`config.mk`:
```
export PLATFORM = sky130hd
export DESIGN_NAME = mem_port_arbiter
export DESIGN_NICKNAME = d
export VERILOG_FILES = /design/src/rtl/mem_port_arbiter.sv
export SDC_FILE = /design/constraint.sdc
export NUM_CORES = 1
export LEC_CHECK = 0
export ABC_CLOCK_PERIOD_IN_PS = 3700
export BUFFER_PORTS_ARGS = -buffer_cell sky130_fd_sc_hd__buf_2
export CORE_AREA = 5 5 145 147
export DETAILED_ROUTE_END_ITERATION = 10
export DIE_AREA = 0 0 150 152
export PLACE_DENSITY_LB_ADDON = 0.2
export SLEW_MARGIN = 40
export SYNTH_ARGS = -nofsm -noshare
export SYNTH_HDL_FRONTEND = slang
export SYNTH_SLANG_ARGS = --single-unit
```
`constraint.sdc`:
```
create_clock -name clk -period 3.7 [get_ports clk]
set_input_delay 0.555 -clock clk [delete_from_list [all_inputs] [get_ports clk]]
set_output_delay 0.555 -clock clk [all_outputs]
set_load 0.03 [all_outputs]
```
`src/rtl/mem_port_arbiter.sv`:
```
// mem_port_arbiter: arbitrates fetch and data ports onto one single-outstanding memory port with starvation guard and timeout.
module mem_port_arbiter #(
  parameter int STARVE_MAX = 4,
  parameter int TIMEOUT = 15
) (
  input  logic        clk,
  input  logic        reset,
  input  logic        if_req,
  input  logic [31:0] if_addr,
  output logic        if_gnt,
  output logic        if_rvalid,
  output logic [31:0] if_rdata,
  input  logic        dm_req,
  input  logic        dm_we,
  input  logic [31:0] dm_addr,
  input  logic [31:0] dm_wdata,
  input  logic [3:0]  dm_be,
  output logic        dm_gnt,
  output logic        dm_rvalid,
  output logic [31:0] dm_rdata,
  output logic        dm_err,
  output logic        mem_req,
  output logic        mem_we,
  output logic [31:0] mem_addr,
  output logic [31:0] mem_wdata,
  output logic [3:0]  mem_be,
  input  logic        mem_ack,
  input  logic [31:0] mem_rdata
);
  localparam int SW = $clog2(STARVE_MAX + 1);
  localparam int WW = $clog2(TIMEOUT + 1);
  typedef enum logic [1:0] {IDLE, ISSUE, WAIT} state_t;
  state_t state, state_nxt;
  logic [SW-1:0] starve_cnt;
  logic [WW-1:0] wait_cnt;
  logic owner, lat_we, starve_full, ack, tmo, done, busy;
  logic [31:0] lat_addr, lat_wdata, rd;
  logic [3:0] lat_be;
  always_comb begin
    starve_full = starve_cnt == SW'(STARVE_MAX);
    dm_gnt = !reset && state == IDLE && dm_req && !(if_req && starve_full);
    if_gnt = !reset && state == IDLE && if_req && !dm_gnt;
    ack = !reset && state == WAIT && mem_ack;
    tmo = !reset && state == WAIT && !mem_ack && wait_cnt == WW'(TIMEOUT);
    done = ack || tmo;
    state_nxt = state == IDLE ? ((if_gnt || dm_gnt) ? ISSUE : IDLE) :
                state == ISSUE ? WAIT : ((state == WAIT && !done) ? WAIT : IDLE);
    busy = !reset && state != IDLE;
    mem_req = !reset && state == ISSUE;
    mem_we = busy && lat_we;
    mem_addr = busy ? lat_addr : '0;
    mem_wdata = busy ? lat_wdata : '0;
    mem_be = busy ? lat_be : '0;
    if_rvalid = done && !owner;
    dm_rvalid = done && owner;
    dm_err = tmo && owner;
    // stores complete with zero data; timeouts too
    rd = (ack && !lat_we) ? mem_rdata : '0;
    if_rdata = if_rvalid ? rd : '0;
    dm_rdata = dm_rvalid ? rd : '0;
  end
  always_ff @(posedge clk) begin
    if (reset) begin
      state <= IDLE;
      starve_cnt <= '0;
      wait_cnt <= '0;
      owner <= 1'b0;
      lat_we <= 1'b0;
      lat_addr <= '0;
      lat_wdata <= '0;
      lat_be <= '0;
    end else begin
      state <= state_nxt;
      if (dm_gnt || if_gnt) begin
        owner <= dm_gnt;
        lat_we <= dm_gnt && dm_we;
        lat_addr <= dm_gnt ? dm_addr : if_addr;
        lat_wdata <= dm_gnt ? dm_wdata : '0;
        lat_be <= dm_gnt ? dm_be : 4'hF;
      end
      if (if_gnt) starve_cnt <= '0;
      else if (dm_gnt && if_req && !starve_full) starve_cnt <= starve_cnt + SW'(1);
      wait_cnt <= state == WAIT ? wait_cnt + WW'(1) : '0;
    end
  end
endmodule
```
* Word level (Yosys, flattened, before mapping)
Index checks and enable logic that the tools add are counted.
** Word-level totals
- Output and inout port bits :: 139
- Input bits :: 138
- Word-level logic and storage cells :: 63
- Flip-flop bits (word level) :: 79
** Cells by class
- Bitwise logic cells :: 1
- Eq/ne operators :: 4
- Mux-type cells :: 13
- Reductions and logical operators :: 35
- Add/subtract/negate cells :: 2
** Operators by type and width (count)
- two-way mux 32 bit :: 7
- logical AND 1 bit :: 21
- logical NOT 1 bit :: 8
- two-way mux 4 bit :: 2
- two-way mux 2 bit :: 3
- adder 4 x 1 -> 4 bit (second input constant) :: 1
- == test 4 bit (second input constant) :: 1
- OR reduction 2 bit :: 2
- adder 3 x 1 -> 3 bit (second input constant) :: 1
- == test 3 bit (second input constant) :: 1
- == test 2 x 1 -> 1 bit (second input constant) :: 1
- == test 2 bit (second input constant) :: 1
- logical NOT 2 bit :: 1
- logical OR 1 bit :: 2
- nonzero test 2 bit :: 1
- two-way mux 1 bit :: 1
- NOT 1 bit :: 1

* Depth between registers and ports, before layout
- Word-level depth :: 10
- Depth in mapped cells :: 8
- Depth with buffers taken out :: 5

* Worst setup path before layout
Ideal clock, no wire load.
- Kind :: in2out
- From :: input reset
- To :: output if_rdata[22]
- Path slack :: 1.222 ns
- Path buffers :: 2
- Arrival time :: 1.923 ns
- Cell stages on the path :: 5
- Required time :: 3.145 ns
- Cells stage by stage :: or3b_4 or3_1 buf_6 buf_6 nor2_1
** On the way
- Cells in the longest elaborated chain, start to end :: 7
- Elaborated cells between the ends (all ways) :: 10
- Those cells by class :: 2 x mux; 8 x reduce/logical
** Ends and longest elaborated chain
- start, declared :: line 7 : input logic reset,
- logical NOT 1 bit * :: line 43, 44
- logical AND 1 bit * :: line 43, 44
- logical AND 1 bit (2 in series) :: line 44 : tmo = !reset && state == WAIT && !mem_ack && wait_cnt == WW'(TIMEOUT);
- logical OR 1 bit :: line 45 : done = ack || tmo;
- logical AND 1 bit :: line 54 : if_rvalid = done && !owner;
- two-way mux 32 bit * :: line 59 : if_rdata = if_rvalid ? rd : '0;
- end, declared :: line 12 : output logic [31:0] if_rdata,
Every way passes the cells marked *; elsewhere a longest branch is shown, timed or not.

* Final worst setup path
- From :: register state[1]
- To :: output if_rdata[14]
** On the way
- Cells in the longest elaborated chain, start to end :: 7
- Elaborated cells between the ends (all ways) :: 10
- Those cells by class :: 1 x eq/ne; 2 x mux; 7 x reduce/logical
** Ends and longest elaborated chain
- start, declared :: line 33 : state_t state, state_nxt;
- start signal, assigned :: line 73 : state <= state_nxt;
- == test 2 bit * :: line 43, 44
- logical AND 1 bit * :: line 43, 44
- logical AND 1 bit (2 in series) :: line 44
- logical OR 1 bit :: line 45
- logical AND 1 bit :: line 54
- two-way mux 32 bit * :: line 59
Marked as above.

==> summary.md <==
| Metric | Value |
|---|---|
| Core box area | 0.0198 mm^2 |
| Final hold vios | 0 |
| Synth async-reset ratio | 0 |
| Syn Area/Cell | around 7.3 um^2 |
| Metal-1 WL | between 7000 and 8000 um |
| Syn_nets | around 750 |
| Total Routing Usage GR | 0.151 |
| Synth top area share | 0.356 |
| Routed wl met2 | between 9000 and 10000 um |
| Slew Limit Fails | 0 |
| Mapped cell area | approximately 0.0044 mm^2 |
| Worst skew pair latency | 0.34 ns |
| # Max-Cap Violations | 0 |
| Mapped Cells | approximately 600 |
| Leakage power | ~2.8 nW |
| Clock power frac | 0.360 |
| Root Driver | clkbuf_16 |
| Post-route clock skew | 0.00648 ns |
| Post-CTS Setup Bufs | 0 |
| Detailed Place HPWL | roughly 13000 um |
| Maximum vdd drop | ~0.19 mV |
| Setup TNS Final | 0 ns |
| CTS Hold Bufs | 0 |
| Filler cells | approximately 2200 |
| Max Root-Sink Buffers | 2 |
| H-tree depth | 3 |
| Max layer used | met4 |
| Full die area | 0.0228 mm^2 |
| P&R area growth vs syn | 39.8% |
| # clock sinks | 79 |
| CP Capture Point | if_rdata[14] |
| Total Wirelength | between 15000 and 20000 um |
| Post-synth EDFFs | 0 |
| Critical path class | register to output pin |
| Row count | 52 |
| DR pass1 iterations | 4 |
| Seq/Total Area, Yosys | 0.356 |
| DR iter-0 viols | 386 |
| DIE HEIGHT | around 150 um |
| Share of cells above drive strength 1 | 0.383 |
| Via density | ~4.7 |
| # resized after CTS | 0 |
| Switching power | around 0.0007 W |
| Post-synth top flop | dfxtp_1 |
| HP Class | register to register |
| Worst Max-Slew Pin Slew | roughly 0.76 ns |
| Post-layout nets | approximately 980 |
| Top post-synthesis cells by area | dfxtp_1 (36%), and2_1 (9.9%), a21oi_1 (8.2%) |
| Power Internal | about 0.0015 W |
| DRT antenna net count | 0 |
| Vias | 5271 |
| Largest net degree at the start of global routing | about 60 |
| Outcome | completed |
| CTS buffer count | 9 |
| Critical Path Sink Type | output pin |
| Input/output buffers | about 280 |
| Comb power frac | 0.209 |
| Final Cell Area | between 0.006 and 0.007 mm^2 |
| Seq pwr share | 0.430 |
| Initial antenna violation count | 2 |
| RSZ-0062 raised after global routing | no |
| Crit start category | register |
| RePlAce Congestion | about 0.8 |
| Metal3 WL | roughly 1300 um |
| Ports | roughly 280 |
| CTS tree | yes |
| Die Wd | approximately 150 um |
| FF+latch count, synth | around 80 |
| Crit Path Max Fanout | 22 |
| Min Tclk post-route | between 3 and 4 ns |
| Vias in the first global route | 5087 |
| Worst R2R Start | state[0]$_SDFF_PP0_ |
| Fmax | between 300 and 400 MHz |
| Routed length per placed instance | 16.7 um |
| R2r worst-path depth | 5 |
| Synth warn | 0 |
| Sw Ratio | 0.307 |
| Worst EP required | about 3.1 ns |
| DRC | 0 |
| R2R setup slack | 1.63 ns |
| Final Setup Violations | 0 |
| Grt ovf | 0 |
| Fin crit share | 0.843 |
| Rel. slew slack | 0.488 |
| Power per standard cell area | approximately 360 mW/mm^2 |
| Post-synth top area cell | dfxtp_1 |
| Critical Path Source | state[1]$_SDFF_PP0_ |
| Setup Slack @ Placement | about 0.76 ns |
| Fin worst setup slack | 0.582 ns |
| R2r endpoint | lat_wdata[31]$_SDFFE_PP0P_ |
| Arr. time, crit path | 2.56 ns |
| Global-route wire length before repair | between 20000 and 30000 um |
| Total power | 0.00221 W |
| Initial Util | 0.225 |
| Synth unique cells | 35 |
| Post-route insts no fill | approximately 1100 |
| Clock transition at path regs | about 0.060 ns |
| Placed insts | ~1100 |
| Area after DPL | just under 0.006 mm^2 |
## how the worst min path moves through the flow
stage,slack [ns],end,start,cells after the start
after floorplan,0.42,wait_cnt[0]$_SDFF_PP0_,wait_cnt[0]$_SDFF_PP0_,1
after global placement,0.43,wait_cnt[0]$_SDFF_PP0_,wait_cnt[0]$_SDFF_PP0_,1
after detailed placement,0.44,wait_cnt[0]$_SDFF_PP0_,wait_cnt[0]$_SDFF_PP0_,1
after CTS,0.45,lat_wdata[25]$_SDFFE_PP0P_,dm_wdata[25],3
after global routing,0.46,lat_wdata[27]$_SDFFE_PP0P_,dm_wdata[27],3
final,0.44,wait_cnt[0]$_SDFF_PP0_,wait_cnt[0]$_SDFF_PP0_,1
## power by group through the flow
stage	Clock [W]	Combinational, W	Sequential (W)
after floorplan	0	0.000302	0.000958
after global placement	0	0.000471	0.000970
after detailed placement	0	0.000469	0.000971
after CTS	0.000835	0.000470	0.000953
after global routing	0.000865	0.000508	0.000961
final	0.000797	0.000464	0.000952
## critical path, cell delays in order, from the launching register on
cell and delay [ns]:
dfxtp_1 0.53, or3b_4 0.47, or3_2 0.65, buf_4 0.29, nor2_1 0.09, buf_2 0.20
## cells in the final DEF (no fill, tap or decap), types with 2 or more instances in the layout
cell type  netlist  final
a2111oi_0       32     32
a21oi_1         73     73
and2_1          70     70
buf_2           11    276
buf_4            1     15
clkbuf_1        48      3
clkbuf_16        0      9
clkinv_2         0      2
dfxtp_1         79     79
diode_2          0      2
ha_1             3      3
inv_1            5      5
nand2_1         35     35
nand3_1         37     36
nand3b_1         3      3
nor2_1          63     60
nor2_2          11     12
nor2_4           0      2
nor3_1          43     43
nor4_1          32     32
o21ai_0         32     32
o21ai_1          3      3
or3_2            0      2
## registers in the layout, summed over array words and instances (netlist names)
name        flops
lat_addr       32
lat_wdata      32
wait_cnt        4
starve_cnt      3
lat_be          4
lat_we          1
owner           1
state           2
## layer usage
| layer | global-route usage | vias up |
|---|---|---|
| met3 | 0.0304 | 15 |
| met2 | 0.268 | 192 |
| met4 | 0.0471 | 0 |
| met1 | 0.181 | 2455 |
| li1 | - | 2609 |
| met5 | 0 | - |
## per-stage QoR
| stage | util | hold WS (ns) |
|---|---|---|
| 2_1_floorplan | - | 0.418 |
| 3_3_place_gp | 0.301 | 0.434 |
| 3_5_place_dp | 0.301 | 0.439 |
| 4_1_cts | 0.314 | 0.445 |
| 5_1_grt | 0.314 | 0.460 |
| 6_report | 0.314 | 0.445 |
## cell families after synthesis
kind of cell,Yosys count,share of synthesized area
AND/OR/NAND/NOR,306,0.359
flip-flops,79,0.356
adder cells (fa/ha/maj),3,0.00845
XOR/XNOR,2,0.00394
AO/OA/AOI/OAI,143,0.190
buffers and inverters,77,0.0825
## synthesized netlist by cell type (3+ instances only)
| cell | number |
|---|---|
| nand3b_1 | 3 |
| nand3_1 | 37 |
| inv_1 | 5 |
| clkbuf_1 | 48 |
| buf_1 | 4 |
| nor3_1 | 43 |
| o21ai_1 | 3 |
| nand2_1 | 35 |
| nor2_2 | 11 |
| nor4_1 | 32 |
| a2111oi_0 | 32 |
| or3_1 | 3 |
| dfxtp_1 | 79 |
| o21ai_0 | 32 |
| and2_1 | 70 |
| buf_2 | 11 |
| buf_6 | 8 |
| nor2_1 | 63 |
| ha_1 | 3 |
| a21oi_1 | 73 |
## cell type report
type                    instances  area, um^2  area share
multi-input cells             454        2530       0.407
flip-flops and latches         79        1580       0.255
repair buffers                291        1490       0.241
well taps                     270         338      0.0544
clock buffers                  12         236      0.0381
inverters                       5        18.8     0.00302
clock inverters                 2        10.0     0.00161
diodes                          2        5.00    0.000806
Power figures use the tool's default switching activity.
